--- src/rtl/export_dma_pkg.sv ---
// Shared state encoding, command constants and state-class helper for the
// export-port DMA engine.
package export_dma_pkg;

  typedef enum logic [2:0] {
    IDLE    = 3'd0,
    LOAD    = 3'd1,
    RD_REQ  = 3'd2,
    RD_CAP  = 3'd3,
    RD_SEND = 3'd4,
    DONE    = 3'd5
  } state_t;

  localparam logic CMD_LOAD = 1'b1;
  localparam logic CMD_DUMP = 1'b0;

  // States in which the engine owns the data memory export port.
  function automatic logic is_xfer_state(input state_t s);
    case (s)
      LOAD, RD_REQ, RD_CAP, RD_SEND: is_xfer_state = 1'b1;
      default:                       is_xfer_state = 1'b0;
    endcase
  endfunction

endpackage

--- src/rtl/export_dma.sv ---
// DMA engine moving words between a load/dump stream pair and a data memory
// reached through its export port (registered, one-cycle read latency).
module export_dma
  import export_dma_pkg::*;
#(
  parameter int DATA_W = 16,
  parameter int DATA_A = 11
) (
  input  logic              clk,
  input  logic              reset,
  input  logic              cmd_valid,
  output logic              cmd_ready,
  input  logic              cmd_write,
  input  logic [DATA_A-1:0] cmd_base,
  input  logic [DATA_A:0]   cmd_count,
  input  logic              abort,
  input  logic              in_valid,
  output logic              in_ready,
  input  logic [DATA_W-1:0] in_data,
  output logic              out_valid,
  input  logic              out_ready,
  output logic [DATA_W-1:0] out_data,
  output logic              busy,
  output logic              done,
  output logic              exp_en,
  output logic [DATA_A-1:0] exp_address,
  output logic [DATA_W-1:0] exp_data,
  output logic              exp_MR,
  output logic              exp_MW,
  input  logic [DATA_W-1:0] exp_out
);

  localparam logic [DATA_A-1:0] ADDR_ONE  = {{(DATA_A-1){1'b0}}, 1'b1};
  localparam logic [DATA_A:0]   REM_ONE   = {{DATA_A{1'b0}}, 1'b1};
  localparam logic [DATA_A:0]   REM_ZERO  = {(DATA_A+1){1'b0}};

  state_t            state_q, state_d;
  logic [DATA_A-1:0] addr_q, addr_d;
  logic [DATA_A:0]   remaining_q, remaining_d;
  logic              write_q, write_d;
  logic [DATA_W-1:0] out_data_q, out_data_d;

  logic live_s;
  logic load_hs_s;
  logic send_hs_s;

  // Handshake qualifiers; reset outranks every handshake in its own cycle.
  always_comb begin
    live_s    = ~reset;
    load_hs_s = (state_q == LOAD) && (write_q == CMD_LOAD) && in_valid;
    send_hs_s = (state_q == RD_SEND) && out_ready;
  end

  // Next-state, address and remaining-count update.
  always_comb begin
    state_d     = state_q;
    addr_d      = addr_q;
    remaining_d = remaining_q;
    write_d     = write_q;
    out_data_d  = out_data_q;
    case (state_q)
      IDLE: begin
        if (cmd_valid) begin
          addr_d      = cmd_base;
          remaining_d = cmd_count;
          write_d     = cmd_write;
          if (cmd_count == REM_ZERO) begin
            state_d = DONE;
          end else if (cmd_write == CMD_LOAD) begin
            state_d = LOAD;
          end else begin
            state_d = RD_REQ;
          end
        end else begin
          state_d = IDLE;
        end
      end
      LOAD: begin
        // A write coinciding with abort still lands, so counters advance too.
        if (load_hs_s) begin
          addr_d      = addr_q + ADDR_ONE;
          remaining_d = remaining_q - REM_ONE;
        end else begin
          addr_d      = addr_q;
        end
        if (abort || (load_hs_s && (remaining_q == REM_ONE))) begin
          state_d = DONE;
        end else begin
          state_d = LOAD;
        end
      end
      RD_REQ: begin
        if (abort) begin
          state_d = DONE;
        end else begin
          state_d = RD_CAP;
        end
      end
      RD_CAP: begin
        out_data_d = exp_out;
        if (abort) begin
          state_d = DONE;
        end else begin
          state_d = RD_SEND;
        end
      end
      RD_SEND: begin
        if (abort) begin
          state_d = DONE;
        end else if (send_hs_s) begin
          addr_d      = addr_q + ADDR_ONE;
          remaining_d = remaining_q - REM_ONE;
          if (remaining_q == REM_ONE) begin
            state_d = DONE;
          end else begin
            state_d = RD_REQ;
          end
        end else begin
          state_d = RD_SEND;
        end
      end
      DONE:    state_d = IDLE;
      default: state_d = IDLE;
    endcase
  end

  // Output decode from the current state.
  always_comb begin
    cmd_ready   = live_s && (state_q == IDLE);
    busy        = (state_q != IDLE);
    done        = live_s && (state_q == DONE);
    exp_en      = live_s && is_xfer_state(state_q);
    in_ready    = live_s && (state_q == LOAD);
    exp_MW      = live_s && load_hs_s;
    exp_MR      = live_s && (state_q == RD_REQ) && (write_q == CMD_DUMP);
    out_valid   = live_s && (state_q == RD_SEND);
    out_data    = out_data_q;
    exp_address = exp_en ? addr_q : {DATA_A{1'b0}};
    exp_data    = exp_MW ? in_data : {DATA_W{1'b0}};
  end

  // State and datapath registers.
  always_ff @(posedge clk) begin
    if (reset) begin
      state_q     <= IDLE;
      addr_q      <= {DATA_A{1'b0}};
      remaining_q <= REM_ZERO;
      write_q     <= CMD_DUMP;
      out_data_q  <= {DATA_W{1'b0}};
    end else begin
      state_q     <= state_d;
      addr_q      <= addr_d;
      remaining_q <= remaining_d;
      write_q     <= write_d;
      out_data_q  <= out_data_d;
    end
  end

endmodule

--- config.mk ---
export PLATFORM = sky130hd
export DESIGN_NAME = export_dma
export DESIGN_NICKNAME = d
export VERILOG_FILES = /design/src/rtl/export_dma_pkg.sv /design/src/rtl/export_dma.sv
export SDC_FILE = /design/constraint.sdc
export NUM_CORES = 1
export LEC_CHECK = 0
export CAP_MARGIN = 20
export CORE_ASPECT_RATIO = 1.1
export CORE_MARGIN = 4
export CORE_UTILIZATION = 43
export DETAILED_ROUTE_END_ITERATION = 7
export PLACE_DENSITY = 0.8
export SLEW_MARGIN = 15
export SYNTH_ARGS = -nofsm -noshare
export SYNTH_HDL_FRONTEND = slang
export SYNTH_SLANG_ARGS = --single-unit
--- constraint.sdc ---
create_clock -name clk -period 2.38 [get_ports clk]
set_input_delay 0.595 -clock clk [delete_from_list [all_inputs] [get_ports clk]]
set_output_delay 0.595 -clock clk [all_outputs]
set_load 0.01 [all_outputs]
==> results.cfg <==
[yosys]
synth.distinct_cells = 50
syn_nets = 428
yosys_most_used_dff = dfxtp_1
syn_avg_cell_area_um2 = 7.51
yosysSeqAreaShare = 0.316
netlist_area_mm2 = 0.00273
synth.yosys.warnings = 0
syn-instance-count = 363
synth-edff-count = 0
ys_ff_latch = 43
ys_async_sr_fraction = 0

[global_route]
grt_pass1_wl_mm = 15.3
grt_antenna_before_repair = 0
grt_pass1_vias = 3091
grt_max_degree = 59
grt-ovfl-total = 0
gr-usage-all-layers = 0.239

[timing]
tns_ns = 0
skew_ns = 0.00473
rsz0062_at_grt = true
period_share = 0.978
hold_violations = 0
max-slew-margin-rel = 0.395
fmax_mhz = 429
setup_viol = 0
worstMarginPinSlew_ns = 0.904
report.final.slew_viol_count = 0
layout_min_cycle_time_ns = 2.33

[run_status]
outcome = finished, final reports clean

[placement]
placed_area_mm2 = 0.00408
io_buffers = 112
dp_hpwl_mm = 6.84
place.gp.congestion = 0.849

[worst_setup_path]
rr_worst_depth = 6
endpoint = out_valid
end_kind = output pin
start_kind = flop
cp-startpoint = state_q[1]
crit_required_ns = 1.78
critical_path_class = reg2out
worstPathArrival_ns = 1.73
rr_startpoint = state_q[0]
critPathMaxFanout = 14
reg2reg_to = remaining_q[2]
reg2reg_slack_ns = 0.32

[flow_run]
maxCapViolCount = 0

[cells_and_area]
nFillCells = 505
utilization = 0.696
final-seq-area_um2 = 872
drive_above_1_share = 0.150
final_cell_mix = clkdlybuf4s50_1, nand2_1, dfxtp_1, buf_4, a21oi_1
num-nets-final = 550
design_area_mm2 = 0.00429
final_common_cell = clkdlybuf4s50_1
area_growth_pct = 57.3
num_antenna_cells = 0
multi_input_area_mm2 = 0.00174

[cts]
clk_pin_slew_worst_paths_ns = 0.09
cts_buffers = 5
clk_path_buf_depth = 2
ctsHoldBuffers = 0
clock_latency_ns = 0.30
cts_max_level = 2
root_buffer = clkbuf_8
cts_tree = yes
cts_sinks = 43

[floorplan]
rows = 30
die_w_um = 83.9
initial_core_util = 0.443
coreArea_mm2 = 0.00616
dieArea_mm2 = 0.00768
die_y_um = 91.5
io_pins = 113

[power_and_ir_drop]
p_per_area_mw_per_mm2 = 677
max-vdd-ir-drop_mv = 0.400
total_power_mw = 2.90
p_leak_nw = 1.67

[route]
wl_met1_mm = 3.85
remaining_drc_errors = 0
vias = 3319
ant_nets = 0
first_pass_iters = 5
wl_met2_mm = 4.81
wirelength_mm = 9.41
wl_met3_um = 618
top_layer = met4
vias_per_cell = 5.86
wl_per_cell_um = 16.6
drt_iter0_drc = 148

[worst_hold_path]
hold_path.class = reg2reg
==> final cells by class <==
class | instances | share of cell area
inverters | 16 | 0.0140
well taps | 80 | 0.0234
multi-input cells | 272 | 0.406
repair buffers | 147 | 0.331
flip-flops and latches | 43 | 0.204
clock buffers | 5 | 0.0161
clock inverters | 3 | 0.00584
==> cells in the mapped netlist, drive strengths merged, types with 6 or more instances <==
library cell	n	share of area
and2	25	0.057
clkbuf	24	0.033
nor4	6	0.014
buf	8	0.016
o31ai	9	0.025
nand3	6	0.011
nor2	12	0.017
a21oi	30	0.055
nor3	19	0.035
a211o	7	0.022
nand4	8	0.018
o21ai	17	0.031
o211ai	6	0.017
nand2	44	0.061
dfxtp	43	0.32
or4	6	0.017
and3	6	0.014
inv	16	0.022
a211oi	9	0.025
==> critical path: stages (launching register included) <==
cell and delay (ns):
dfxtp_4 0.39, buf_4 0.20, nor2_4 0.14, and3_1 0.17, clkdlybuf4s50_1 0.53
==> power by group <==
part / internal [mW] / switching [mW] / total, mW
sequential: 0.839 / 0.150 / 0.989
combinational: 0.691 / 0.732 / 1.42
clock: 0.210 / 0.281 / 0.491
==> timing repair <==
| action | in CTS | in global routing |
|---|---|---|
| pin swaps | 1 | 1 |
| endpoints found under the setup margin | 34 | 21 |
| resized for setup | 70 | 14 |
| gates cloned | 1 | 0 |
| setup buffers | 3 | 0 |
==> how the worst min path moves through the flow <==
stage / to / depth (start not counted) / from
final: out_data[14] / 2 / out_data[14]
after global routing: out_data[14] / 2 / out_data[14]
after CTS: out_data[14] / 2 / out_data[14]
after detailed placement: out_data[14] / 2 / out_data[14]
after global placement: out_data[14] / 2 / out_data[14]
after floorplan: remaining_q[10] / 2 / remaining_q[10]
==> kinds of logic (layout without fill, tap and decap cells) <==
logic type | after synthesis | after routing | synth area share
compound gates | 111 | 111 | 0.275
xor+xnor | 1 | 1 | 0.00321
fa+ha+maj | 3 | 3 | 0.0138
buf+inv | 48 | 171 | 0.0712
flops | 43 | 43 | 0.316
mux | 3 | 3 | 0.0110
simple gates | 154 | 154 | 0.309
==> layer usage <==
metal,track usage,vias to the layer above
met1,0.299,1555
met3,0.0399,15
met5,0,-
li1,-,1596
met4,0.0509,0
met2,0.426,153
==> through the flow <==
stage,hold WS (ns),setup slack [ns],instances
floorplan,0.455,0.00490,363
global placement,0.444,-0.515,554
detailed placement,0.447,-0.573,554
CTS,0.460,0.00386,566
global route,0.478,-0.0347,566
finish,0.460,0.0512,566
==> sequential cells by signal (all words and copies together), names as in the netlist <==
signal / flops
remaining_q: 12
state_q: 3
write_q: 1
out_data: 16
addr_q: 11
No activity file was read; power rests on OpenSTA's default activity.
